$ cat src/rtl/systolic_array_ctrl.sv
`default_nettype none
// ============================================================================
//  Module   : systolic_array_ctrl
//  Purpose  : Sequencer for an output-stationary systolic array. It clears
//             the PE accumulators, generates skewed row/column operand-feed
//             enables, waits for the pipeline to drain, and then unloads one
//             result row per valid/ready beat.
//  Revision : 1.0 - initial release
// ============================================================================
module systolic_array_ctrl #(
   parameter int LEFT_MATRIX_ROW  = 4,
   parameter int INNER_DIMENSION  = 4,
   parameter int RIGHT_MATRIX_COL = 4,
   parameter int PE_LATENCY       = 1
) (
   input  logic                                   clk,
   input  logic                                   rst_n,
   input  logic                                   start,
   input  logic                                   abort,
   output logic                                   busy,
   output logic                                   done,
   output logic                                   pe_clear,
   output logic [LEFT_MATRIX_ROW-1:0]             a_feed_vld,
   output logic [RIGHT_MATRIX_COL-1:0]            b_feed_vld,
   output logic [$clog2(LEFT_MATRIX_ROW+RIGHT_MATRIX_COL+INNER_DIMENSION)-1:0] feed_step,
   output logic [(LEFT_MATRIX_ROW > 1 ? $clog2(LEFT_MATRIX_ROW) : 1)-1:0]      res_row,
   output logic                                   res_valid,
   input  logic                                   res_ready
);

   // Counter widths: skew step must hold T-1, row index at least one bit,
   // drain counter only as wide as PE_LATENCY requires.
   localparam int c_SW = $clog2(LEFT_MATRIX_ROW + RIGHT_MATRIX_COL + INNER_DIMENSION);
   localparam int c_RW = (LEFT_MATRIX_ROW > 1) ? $clog2(LEFT_MATRIX_ROW) : 1;
   localparam int c_DW = (PE_LATENCY > 1) ? $clog2(PE_LATENCY) : 1;
   // Number of skewed feed steps: the last row/column starts M-1 / N-1 late
   // and needs K cycles, so the wavefront spans K+M+N-2 steps.
   localparam int c_T  = INNER_DIMENSION + LEFT_MATRIX_ROW + RIGHT_MATRIX_COL - 2;

   localparam logic [c_SW-1:0] c_STEP_LAST  = c_SW'(c_T - 1);
   localparam logic [c_DW-1:0] c_DRAIN_LAST = c_DW'(PE_LATENCY - 1);
   localparam logic [c_RW-1:0] c_ROW_LAST   = c_RW'(LEFT_MATRIX_ROW - 1);
   localparam logic [31:0]     c_K          = 32'(INNER_DIMENSION);

   typedef enum logic [2:0] {
      S_IDLE   = 3'd0,
      S_CLEAR  = 3'd1,
      S_FEED   = 3'd2,
      S_DRAIN  = 3'd3,
      S_UNLOAD = 3'd4,
      S_DONE   = 3'd5
   } state_t;

   state_t            state_q, state_d;
   logic [c_SW-1:0]   step_q,  step_d;
   logic [c_DW-1:0]   drain_q, drain_d;
   logic [c_RW-1:0]   row_q,   row_d;

   logic              w_feeding;
   logic [31:0]       w_t;

   // State and counter registers; async reset returns straight to IDLE.
   always_ff @(posedge clk or negedge rst_n) begin
      if (!rst_n) begin
         state_q <= S_IDLE;
         step_q  <= '0;
         drain_q <= '0;
         row_q   <= '0;
      end else begin
         state_q <= state_d;
         step_q  <= step_d;
         drain_q <= drain_d;
         row_q   <= row_d;
      end
   end

   // Next-state, counter updates and state-decoded outputs; abort overrides all.
   always_comb begin
      state_d   = state_q;
      step_d    = step_q;
      drain_d   = drain_q;
      row_d     = row_q;
      busy      = 1'b1;
      done      = 1'b0;
      pe_clear  = 1'b0;
      feed_step = '0;
      res_row   = '0;
      res_valid = 1'b0;

      unique case (state_q)
         S_IDLE: begin
            busy = 1'b0;
            if (start) begin
               state_d = S_CLEAR;
            end
         end
         S_CLEAR: begin
            pe_clear = 1'b1;
            step_d   = '0;
            state_d  = S_FEED;
         end
         S_FEED: begin
            feed_step = step_q;
            if (step_q == c_STEP_LAST) begin
               drain_d = '0;
               state_d = S_DRAIN;
            end else begin
               step_d = step_q + c_SW'(1);
            end
         end
         S_DRAIN: begin
            if (drain_q == c_DRAIN_LAST) begin
               row_d   = '0;
               state_d = S_UNLOAD;
            end else begin
               drain_d = drain_q + c_DW'(1);
            end
         end
         S_UNLOAD: begin
            res_valid = 1'b1;
            res_row   = row_q;
            if (res_ready) begin
               if (row_q == c_ROW_LAST) begin
                  state_d = S_DONE;
               end else begin
                  row_d = row_q + c_RW'(1);
               end
            end
         end
         S_DONE: begin
            done    = 1'b1;
            state_d = S_IDLE;
         end
         default: begin
            state_d = S_IDLE;
         end
      endcase

      if (abort) begin
         state_d = S_IDLE;
      end
   end

   assign w_feeding = (state_q == S_FEED);
   assign w_t       = 32'(step_q);

   // Row i is live for t in [i, i+K-1]; the unsigned difference wraps to a
   // large value when t < i, so a single compare covers both bounds.
   generate
      for (genvar i = 0; i < LEFT_MATRIX_ROW; i++) begin : g_a_mask
         localparam logic [31:0] c_IDX = 32'(i);
         assign a_feed_vld[i] = w_feeding && ((w_t - c_IDX) < c_K);
      end
      for (genvar j = 0; j < RIGHT_MATRIX_COL; j++) begin : g_b_mask
         localparam logic [31:0] c_IDX = 32'(j);
         assign b_feed_vld[j] = w_feeding && ((w_t - c_IDX) < c_K);
      end
   endgenerate

endmodule
`default_nettype wire

$ cat config.mk
export PLATFORM = sky130hd
export DESIGN_NAME = systolic_array_ctrl
export DESIGN_NICKNAME = d
export VERILOG_FILES = /design/src/rtl/systolic_array_ctrl.sv
export SDC_FILE = /design/constraint.sdc
export NUM_CORES = 1
export LEC_CHECK = 0
export ABC_AREA = 1
export BUFFER_PORTS_ARGS = -buffer_cell sky130_fd_sc_hd__buf_2
export CAP_MARGIN = 5
export CORE_MARGIN = 5
export CORE_UTILIZATION = 49
export CTS_CLUSTER_DIAMETER = 100
export DETAILED_ROUTE_END_ITERATION = 12
export PLACE_DENSITY_LB_ADDON = 0.05
export REMOVE_ABC_BUFFERS = 1
export SLEW_MARGIN = 20
export SYNTH_ARGS = -nofsm -noshare
export SYNTH_HDL_FRONTEND = slang
export SYNTH_SLANG_ARGS = --single-unit
$ cat constraint.sdc
create_clock -name clk -period 1.99 [get_ports clk]
set_input_delay 0.4975 -clock clk [delete_from_list [all_inputs] [get_ports clk]]
set_output_delay 0.4975 -clock clk [all_outputs]
set_load 0.1 [all_outputs]
==> impl_metrics.py <==
metrics = {
    "power": {
        "p_per_area_nw_per_um2": 977,
        "power_leakage_nw": 0.660,
        "power_w": 0.00137,
        "vdd_ir_drop_max_uv": 846,
    },
    "sta": {
        "relSlewSlack_pct": 67.9,
        "whs_ps": 53.2,
        "period_share_pct": 113,
        "fmax_ghz": 0.443,
        "drv_slew": 0,
        "min_period_ps": 2260,
        "setup_ws_ps": -267,
        "rsz0062_at_grt": "true",
        "setup_viol": 15,
        "hold_violations": 0,
        "tightest_slew_ps": 485,
        "skew_ps": 8.86,
    },
    "critical_path": {
        "path_class": "flip-flop to primary output",
        "crit_fanout": 4,
        "ff2ff_setup_slack_ps": 450,
        "path_cells": "inv_2 -> ha_2 -> xnor2_1 -> nand2_1 -> nor2_4 -> buf_12",
        "r2r_end": "step_q[3]",
        "crit_path_end_kind": "primary output",
        "cp-start-kind": "flip-flop",
        "crit_start": "step_q[0]",
        "worstReg2RegStart": "step_q[1]",
        "cp_top_family": "flip-flops",
        "path_depth": 6,
        "cpMaxStageDelayCell": "dfrtp_2",
        "path_buf_inv": 2,
        "reg2regPathDepth": 8,
        "worstPathRequired_ps": 1490,
        "slowest_delay_ps": 460,
        "cp.arrival_ps": 1760,
        "endpoint": "b_feed_vld[1]",
    },
    "die": {
        "core_area_um2": 1490,
        "fp-row-count": 14,
        "start_util_pct": 50.8,
        "die_x_um": 49.3,
        "top_level_ports": 23,
        "die_area_um2": 2430,
        "die_y_um": 49.3,
    },
    "synth": {
        "avgSynthCellArea_um2": 6.94,
        "synthFlopType": "dfrtp_1",
        "syn_area_um2": 757,
        "async_flop_share_pct": 100,
        "synthTopCellsByArea": "dfrtp_1 30%, ha_1 13%, nand2_1 13%",
        "synth_cell_types": 18,
        "synth_common_cells": "26 x nand2_1, 14 x nor2_1, 13 x inv_1, 13 x nand3_1, 9 x dfrtp_1",
        "synth-edff-count": 0,
        "synth_top_cell_by_area": "dfrtp_1",
        "synth_top_area_share_pct": 29.8,
        "ys_seq_area_share_pct": 29.8,
        "syn_inst": 109,
        "synth-seq-cells": 9,
        "yosysMostFrequentCell": "nand2_1",
        "ys_warn_count": 0,
    },
    "cts": {
        "cts_buffers": 3,
        "clkTransAtPathRegs_ps": 70,
        "cts_tree": "built",
        "cts_buffer_depth": 2,
        "clock-sinks": 9,
        "cts-hold-fix-buffers": 0,
        "cts_htree_levels": 1,
        "cts_root_buf": "clkbuf_4",
        "clk_latency_ps": 290,
    },
    "grt": {
        "grt_pass1_vias": 868,
        "grt_use_total_pct": 20.3,
        "antenna_found_initial": 0,
        "grt_max_degree": 10,
        "grt_overflow": 0,
        "grt_pass1_wl_um": 3900,
    },
    "layout": {
        "fin_cells": 165,
        "postLayoutCoreUtil_pct": 94.3,
        "nets": 163,
        "area_growth_pct": 85.5,
        "n_antenna_cell": 0,
        "drive_above_1_share_pct": 51.7,
    },
    "drt": {
        "post_drt_via_cell_ratio": 6.12,
        "drtAntennaViolNets": 0,
        "drt_first_pass_iters": 4,
        "drcViolationCount": 0,
        "wl_per_cell_um": 20.4,
        "drt_iter0_drc": 79,
        "vias": 1010,
        "wl_um": 3370,
    },
    "min_path": {
        "hold_class": "primary input to asynchronous set/reset pin",
    },
    "outcome": {
        "failed_checks": "negative setup slack",
        "run_status": "complete, but fails checks",
    },
    "place": {
        "portBuffers": 22,
        "hpwlAfterDp_um": 1550,
        "place_inst": 153,
        "finalWeightedCongestion": 0.860,
    },
    "job": {
        "cap_violations": 0,
    },
}
-- how the worst min path moves through the flow --
stage / from / slack, ps / depth (start not counted) / end
6_report: rst_n / 50 / 1 / step_q[2]
5_1_grt: rst_n / 70 / 1 / step_q[2]
4_1_cts: rst_n / 70 / 1 / step_q[2]
3_5_place_dp: rst_n / 360 / 1 / step_q[2]
3_3_place_gp: rst_n / 360 / 1 / step_q[2]
2_1_floorplan: rst_n / 200 / 0 / row_q[0]
-- where the power goes --
part	switching [W]	total, W	internal (W)
Combinational	0.000607	0.000954	0.000347
Sequential	0.0000467	0.000261	0.000215
Clock	0.0000778	0.000156	0.0000780
-- metrics by stage --
step / worst slack, ps / setup TNS [ps] / cell area, um2
after floorplan: -1980 / -17320 / 727
after global placement: 56.7 / 0 / 1170
after detailed placement: -76.3 / -149 / 1170
after CTS: -116 / -499 / 1310
after global routing: -266 / -2480 / 1400
final: -267 / -1820 / 1400
-- placed cells by master, fill, tap and decap left out, types with 4 or more instances in the layout --
cell type | Yosys | routed
buf_6 | 0 | 6
buf_12 | 0 | 16
ha_1 | 8 | 4
inv_1 | 13 | 8
nand3_1 | 13 | 13
inv_2 | 3 | 7
clkbuf_4 | 0 | 4
dfrtp_1 | 9 | 7
nor2_4 | 2 | 8
buf_4 | 4 | 12
nand2_2 | 2 | 5
nand2_1 | 26 | 23
buf_2 | 0 | 5
nor2_1 | 14 | 7
-- layout make-up --
type	instances	area, um2
Clock buffer	4	26.3
Fill cell	40	85.1
Multi-Input combinational cell	80	557
Timing Repair Buffer	40	510
Inverter	16	62.6
Tap cell	16	20.0
Sequential cell	9	228
-- per-layer routing --
layer  up-vias  global-route usage (%)  share of wire [%]
met5         -                       0                  0
met4         0                    9.42                8.5
met3        36                    5.81                 10
met2       100                    33.7                 48
met1       456                    23.6                 33
li1        418                       -                  -
-- worst register-to-register path, stage by stage, from the launching register on --
cell	delay, ps
dfrtp_1	410
inv_2	120
buf_4	130
ha_1	150
nand3_1	140
nand2_2	170
nand2_1	120
nand2_1	120
nand2_1	70
-- flip-flops by register name (all words and copies together), names as in the netlist --
signal / cells
step_q: 4
state_q: 3
row_q: 2
-- cells by family after synthesis --
kind of cell               count (synthesis)  share of synthesized area (%)
buffers and inverters                     20                           11.9
and+or+nand+nor                           62                           37.0
adders and majority gates                  8                           13.2
AOI/OAI and AO/OA                          7                           4.63
xor gates and xnor gates                   3                           3.47
DFF                                        9                           29.8
-- repair_timing --
action,4_1_cts,5_1_grt
resized for setup,23,20
gates cloned,0,0
buffers inserted,4,4
pin swaps,7,4
setup endpoints to repair,11,17
No activity file was read; power rests on OpenSTA's default activity.
